<file path="config.mk">
export PLATFORM = sky130hd
export DESIGN_NAME = trivium_host_link
export DESIGN_NICKNAME = d
export VERILOG_FILES = /design/src/rtl/trivium_host_link.sv
export SDC_FILE = /design/constraint.sdc
export NUM_CORES = 1
export LEC_CHECK = 0
export CAP_MARGIN = 20
export CORE_UTILIZATION = 51
export CTS_BUF_LIST = sky130_fd_sc_hd__clkbuf_16
export CTS_CLUSTER_SIZE = 12
export DETAILED_ROUTE_END_ITERATION = 7
export PLACE_DENSITY = 0.74
export SYNTH_ARGS = -nofsm -noshare
export SYNTH_HDL_FRONTEND = slang
export SYNTH_SLANG_ARGS = --single-unit
export TNS_END_PERCENT = 50
</file>
<file path="constraint.sdc">
create_clock -name clk -period 9.5 [get_ports clk]
set_input_delay 1.425 -clock clk [delete_from_list [all_inputs] [get_ports clk]]
set_output_delay 1.425 -clock clk [all_outputs]
set_load 0.005 [all_outputs]
</file>
<file path="src/rtl/trivium_host_link.sv">
// Host-side link for a Trivium core: serial key loader, plaintext byte feeder, ciphertext FIFO with fill code.
// Define TRIV_HOST_STATS_EN to add byte_cnt, a saturating count of ciphertext bytes pushed to the FIFO.
module trivium_host_link #(
    parameter int FIFO_DEPTH   = 16,
    parameter int LOW_WM       = 4,
    parameter int HIGH_WM      = 12,
    parameter int RESP_TIMEOUT = 8,
    parameter int INIT_TIMEOUT = 2047
) (
    input  logic        clk,
    input  logic        rst,
    input  logic [79:0] key_in,
    input  logic        key_load,
    input  logic [7:0]  src_data,
    input  logic        src_valid,
    output logic        src_ready,
    output logic        core_key,
    output logic        core_strob_key,
    output logic [7:0]  core_data,
    output logic        core_strob_data,
    output logic [1:0]  core_fifo_cnd,
    input  logic [7:0]  core_stream,
    input  logic        core_wt_sgn,
    input  logic [7:0]  core_sign_reg,
    output logic [7:0]  out_data,
    output logic        out_valid,
    input  logic        out_ready,
    output logic        busy,
`ifdef TRIV_HOST_STATS_EN
    output logic [31:0] byte_cnt,
`endif
    output logic [1:0]  fault
);
    localparam int AW   = $clog2(FIFO_DEPTH);
    localparam int TMAX = (INIT_TIMEOUT > RESP_TIMEOUT) ? INIT_TIMEOUT : RESP_TIMEOUT;
    localparam int TW   = $clog2(TMAX + 1);

    localparam logic [2:0] S_IDLE      = 3'd0;
    localparam logic [2:0] S_KEY_SHIFT = 3'd1;
    localparam logic [2:0] S_KEY_WAIT  = 3'd2;
    localparam logic [2:0] S_RUN       = 3'd3;
    localparam logic [2:0] S_WAIT_RESP = 3'd4;
    localparam logic [2:0] S_PAUSE     = 3'd5;
    localparam logic [2:0] S_FAULT     = 3'd6;

    logic [2:0]    state;
    logic [79:0]   key_sh;
    logic [6:0]    kcnt;
    logic [TW-1:0] tmr;
    logic [AW:0]   occ, occ_next;
    logic [AW-1:0] wr_ptr, rd_ptr;
    logic [7:0]    mem [FIFO_DEPTH];
    logic [1:0]    cnd_next;
    logic          restart, core_err, running, push, pop, push_ok, overflow, accept;

    assign restart   = key_load && (state == S_IDLE || state == S_FAULT);
    assign core_err  = (core_sign_reg == 8'h04 || core_sign_reg == 8'h10) && state != S_IDLE && state != S_FAULT;
    // Ciphertext is captured whenever the core flags it while the link is running.
    assign running   = state == S_RUN || state == S_WAIT_RESP || state == S_PAUSE;
    assign push      = running && core_wt_sgn;
    assign pop       = out_valid && out_ready;
    assign push_ok   = push && (occ != (AW+1)'(FIFO_DEPTH) || pop);
    assign overflow  = push && !push_ok;
    assign src_ready = state == S_RUN && occ < (AW+1)'(FIFO_DEPTH - 1) && core_sign_reg == 8'h01;
    assign accept    = src_valid && src_ready;
    assign busy      = state != S_IDLE && state != S_FAULT;
    assign out_valid = occ != '0;
    assign occ_next  = occ + (AW+1)'(push_ok) - (AW+1)'(pop);

    always_ff @(posedge clk or posedge rst) begin
        if (rst) begin
            state           <= S_IDLE;
            key_sh          <= '0;
            kcnt            <= '0;
            tmr             <= '0;
            core_key        <= 1'b0;
            core_strob_key  <= 1'b0;
            core_data       <= '0;
            core_strob_data <= 1'b0;
            fault           <= 2'b00;
        end else begin
            core_strob_data <= 1'b0;
            if (restart) begin
                state          <= S_KEY_SHIFT;
                fault          <= 2'b00;
                key_sh         <= {key_in[78:0], 1'b0};
                core_key       <= key_in[79];
                core_strob_key <= 1'b1;
                kcnt           <= '0;
            end else if (core_err || overflow) begin
                state          <= S_FAULT;
                fault          <= core_err ? 2'b10 : 2'b11;
                core_key       <= 1'b0;
                core_strob_key <= 1'b0;
            end else begin
                case (state)
                    S_KEY_SHIFT: begin
                        if (kcnt == 7'd79) begin
                            core_strob_key <= 1'b0;
                            core_key       <= 1'b0;
                            tmr            <= '0;
                            state          <= S_KEY_WAIT;
                        end else begin
                            core_key <= key_sh[79];
                            key_sh   <= {key_sh[78:0], 1'b0};
                            kcnt     <= kcnt + 7'd1;
                        end
                    end
                    S_KEY_WAIT: begin
                        if (core_sign_reg == 8'h01) state <= S_RUN;
                        else if (core_sign_reg == 8'h08) begin
                            state <= S_FAULT;
                            fault <= 2'b01;
                        end else if (tmr == TW'(INIT_TIMEOUT - 1)) begin
                            state <= S_FAULT;
                            fault <= 2'b10;
                        end else tmr <= tmr + 1'b1;
                    end
                    S_RUN: begin
                        if (accept) begin
                            core_data       <= src_data;
                            core_strob_data <= 1'b1;
                            tmr             <= '0;
                            state           <= S_WAIT_RESP;
                        end else if (core_sign_reg == 8'h02) state <= S_PAUSE;
                    end
                    S_WAIT_RESP: begin
                        if (core_wt_sgn) state <= S_RUN;
                        else if (tmr == TW'(RESP_TIMEOUT - 1)) begin
                            state <= S_FAULT;
                            fault <= 2'b10;
                        end else tmr <= tmr + 1'b1;
                    end
                    S_PAUSE: if (core_sign_reg == 8'h01) state <= S_RUN;
                    default: ;
                endcase
            end
        end
    end

    always_ff @(posedge clk) begin
        if (push_ok) mem[wr_ptr] <= core_stream;
    end

    always_comb begin
        cnd_next = 2'b01;
        if (occ_next == (AW+1)'(FIFO_DEPTH)) cnd_next = 2'b11;
        else if (occ_next >= (AW+1)'(HIGH_WM)) cnd_next = 2'b10;
        else if (occ_next <= (AW+1)'(LOW_WM)) cnd_next = 2'b00;
    end

    // out_data always holds the head entry; a push into an (effectively) empty FIFO bypasses the array.
    always_ff @(posedge clk or posedge rst) begin
        if (rst) begin
            occ           <= '0;
            wr_ptr        <= '0;
            rd_ptr        <= '0;
            out_data      <= '0;
            core_fifo_cnd <= 2'b00;
        end else begin
            occ           <= occ_next;
            core_fifo_cnd <= cnd_next;
            if (push_ok) wr_ptr <= wr_ptr + 1'b1;
            if (pop) rd_ptr <= rd_ptr + 1'b1;
            if (push_ok && occ == (AW+1)'(pop)) out_data <= core_stream;
            else if (pop && occ > (AW+1)'(1)) out_data <= mem[rd_ptr + 1'b1];
        end
    end

`ifdef TRIV_HOST_STATS_EN
    always_ff @(posedge clk or posedge rst) begin
        if (rst) byte_cnt <= '0;
        else if (restart) byte_cnt <= '0;
        else if (push_ok && byte_cnt != 32'hFFFF_FFFF) byte_cnt <= byte_cnt + 32'd1;
    end
`endif
endmodule

</file>
==> impl_metrics.json <==
{
  "fill_cells": 1619,
  "cts_resized": 0,
  "ant_nets": 0,
  "synthesis.area_mm2": 0.0115,
  "rows": 54,
  "postCtsHoldBufs": 0,
  "post_cts_buffers": 0,
  "end_kind": "primary output",
  "grt_pass1_vias": 7658,
  "p_per_area_mw_per_mm2": 300,
  "synth-main-ff-cell": "dfrtp_1",
  "cp.arrival_ns": 3.35,
  "syn_nets": 1043,
  "initial_core_util_pct": 52.5,
  "grt_pass1_wl_um": 40600,
  "postSynthCellCount": 912,
  "place_inst": 1287,
  "die_w_um": 152,
  "viasPerCell": 5.67,
  "drive_gt1_share_pct": 9.35,
  "required_ns": 8.08,
  "yosysTopAreaCell": "edfxtp_1",
  "core-area_mm2": 0.0220,
  "clockRootBuffer": "clkbuf_16",
  "setup_viol": 0,
  "synth_top_area_share_pct": 33.4,
  "worst_slack_ns": 4.72,
  "overflow": 0,
  "synth_cell_types": 59,
  "grt_max_degree": 89,
  "drt-total-wl_um": 24600,
  "maxCapViolations": 0,
  "fin_crit_ns": 4.78,
  "crit_path_max_fanout": 6,
  "synth_edf_count": 128,
  "synthTopCellsByArea": "edfxtp_1, dfrtp_1, mux4_2",
  "path_clk_slew_ns": 0.05,
  "cts_buffer_depth": 3,
  "finClkSkew_ns": 0.0165,
  "gp_congestion": 0.860,
  "grt_usage_pct": 21.8,
  "dr.pass1.iters": 7,
  "cts_tree": "yes",
  "hold_class": "reg -> reg",
  "worst_pin_slew_ns": 0.886,
  "ys_top_cells_by_count": "nand2_1, dfrtp_1, edfxtp_1",
  "ys_seq_area_share_pct": 62.9,
  "hold_viol": 0,
  "fp.dieH_um": 152,
  "final_util_pct": 63.7,
  "slew_headroom_pct": 41.0,
  "postSynthAreaPerCell_um2": 12.6,
  "die-area_mm2": 0.0232,
  "drc_errors": 3,
  "drt_iter0_drc": 675,
  "rsz0062_at_grt": "false",
  "final_net_count": 1168,
  "stdcell_count": 1340,
  "min_period_over_period_pct": 50.3,
  "status": "finished, violations left",
  "ios": 136,
  "finalSetupTns_ns": 0,
  "cts_sinks": 264,
  "h-tree-depth": 1,
  "peakVddDrop_mv": 0.166,
  "vias": 7593,
  "slew_viol_final": 0,
  "startpoint_type": "input port",
  "ys_ff_latch": 264,
  "wire_per_inst_um": 18.3,
  "synth.most_common_cell": "nand2_1",
  "cts-buffers-inserted": 28,
  "fmax_mhz": 209,
  "hpwl_um": 15600,
  "synth_warnings": 0,
  "dpl_worst_slack_ns": 4.70,
  "path_class": "in -> out",
  "p_leak_nw": 5.65,
  "portBuffers": 135,
  "antenna_found_initial": 3,
  "clk_latency_ns": 0.53,
  "violations": "DRC",
  "fin_total_pwr_mw": 4.19,
  "async_flop_share_pct": 51.5,
  "syn_to_final_growth_pct": 21.4
}
## through the flow
step	hold WS (ns)	area, µm²
final	0.473	14000
after global routing	0.488	14000
after CTS	0.477	14000
after detailed placement	0.463	13100
after global placement	0.458	13100
after floorplan	0.446	11500
## worst max-delay path, stage by stage
cell             delay (ns)
clkdlybuf4s50_1        0.46
nor4_1                 0.43
and2_0                 0.34
and3_1                 0.20
clkdlybuf4s50_1        0.51
## path summary, 6_finish.rpt
check                      slack (ns)              from  cells after the start          endpoint
max                              4.72  core_sign_reg[1]                      5         src_ready
min                              0.47        key_sh[70]                      2        key_sh[70]
max reg2reg                      5.81            occ[2]                     15  core_fifo_cnd[0]
min reg2reg                      0.47        key_sh[70]                      2        key_sh[70]
max in group asynchronous        6.83               rst                      3        key_sh[62]
min in group asynchronous        1.44               rst                      2      core_data[4]
## logic make-up after synthesis
family / count (synthesis) / share of synthesized area [%]
flops: 264 / 62.9
compound gates: 180 / 10.7
mux: 56 / 8.48
fa+ha+maj: 21 / 2.35
simple gates: 304 / 12.0
buf+inv: 73 / 2.56
xor+xnor: 14 / 1.06
## power breakdown
| part | internal [mW] | switching [mW] | total [mW] |
|---|---|---|---|
| logic | 0.679 | 0.871 | 1.55 |
| registers | 1.46 | 0.164 | 1.62 |
| clock network | 0.600 | 0.420 | 1.02 |
## sequential cells by signal (all words and copies together) (netlist names), 2 cells and up
signal and cells:
key_sh 79, state 3, core_fifo_cnd 2, occ 5, mem 128, core_data 8, wr_ptr 4, kcnt 7
fault 2, tmr 11, out_data 8, rd_ptr 4
## routing by layer
metal / global-route usage [%] / part of all wire (%) / vias up
met5: 0 / 0.053 / -
met4: 5.78 / 1.8 / 2
met3: 5.49 / 7.1 / 35
met2: 34.5 / 47 / 205
met1: 30.3 / 44 / 3739
li1: - / - / 3612
## area by class of cell
type / instances / area, µm² / share of cell area, %
clock inverter: 23 / 141 / 1.01
sequential: 264 / 7250 / 51.8
inverter: 26 / 103 / 0.734
antenna: 1 / 2.50 / 0.0179
tap: 280 / 350 / 2.51
clock buffer: 29 / 726 / 5.19
timing repair buffer: 142 / 1400 / 10.0
multi-input combinational: 575 / 4010 / 28.7
## cells in the final DEF, fill, tap and decap left out, types with 3 or more instances in the layout
cell               n
nor2b_1           10
a21oi_1           27
nand2_1          183
or4_1              4
a211oi_1          17
inv_1             35
inv_2              4
nor4_1             3
o31ai_1            9
nor3_1             6
and3_1             7
and2_1            18
clkinv_1           5
nand2b_1           3
buf_4              7
ha_1              19
nand3_1           14
o21ai_1            9
mux2_2            12
xnor2_1            7
mux2i_1           11
xor2_1             6
nand4_1           11
clkbuf_16         29
mux4_2            32
nor2_1            28
a22oi_1           78
a31oi_1            5
clkdlybuf4s50_1  135
edfxtp_1         128
o21ai_0           21
dfrtp_1          135
(Power assumes the default switching activity.)
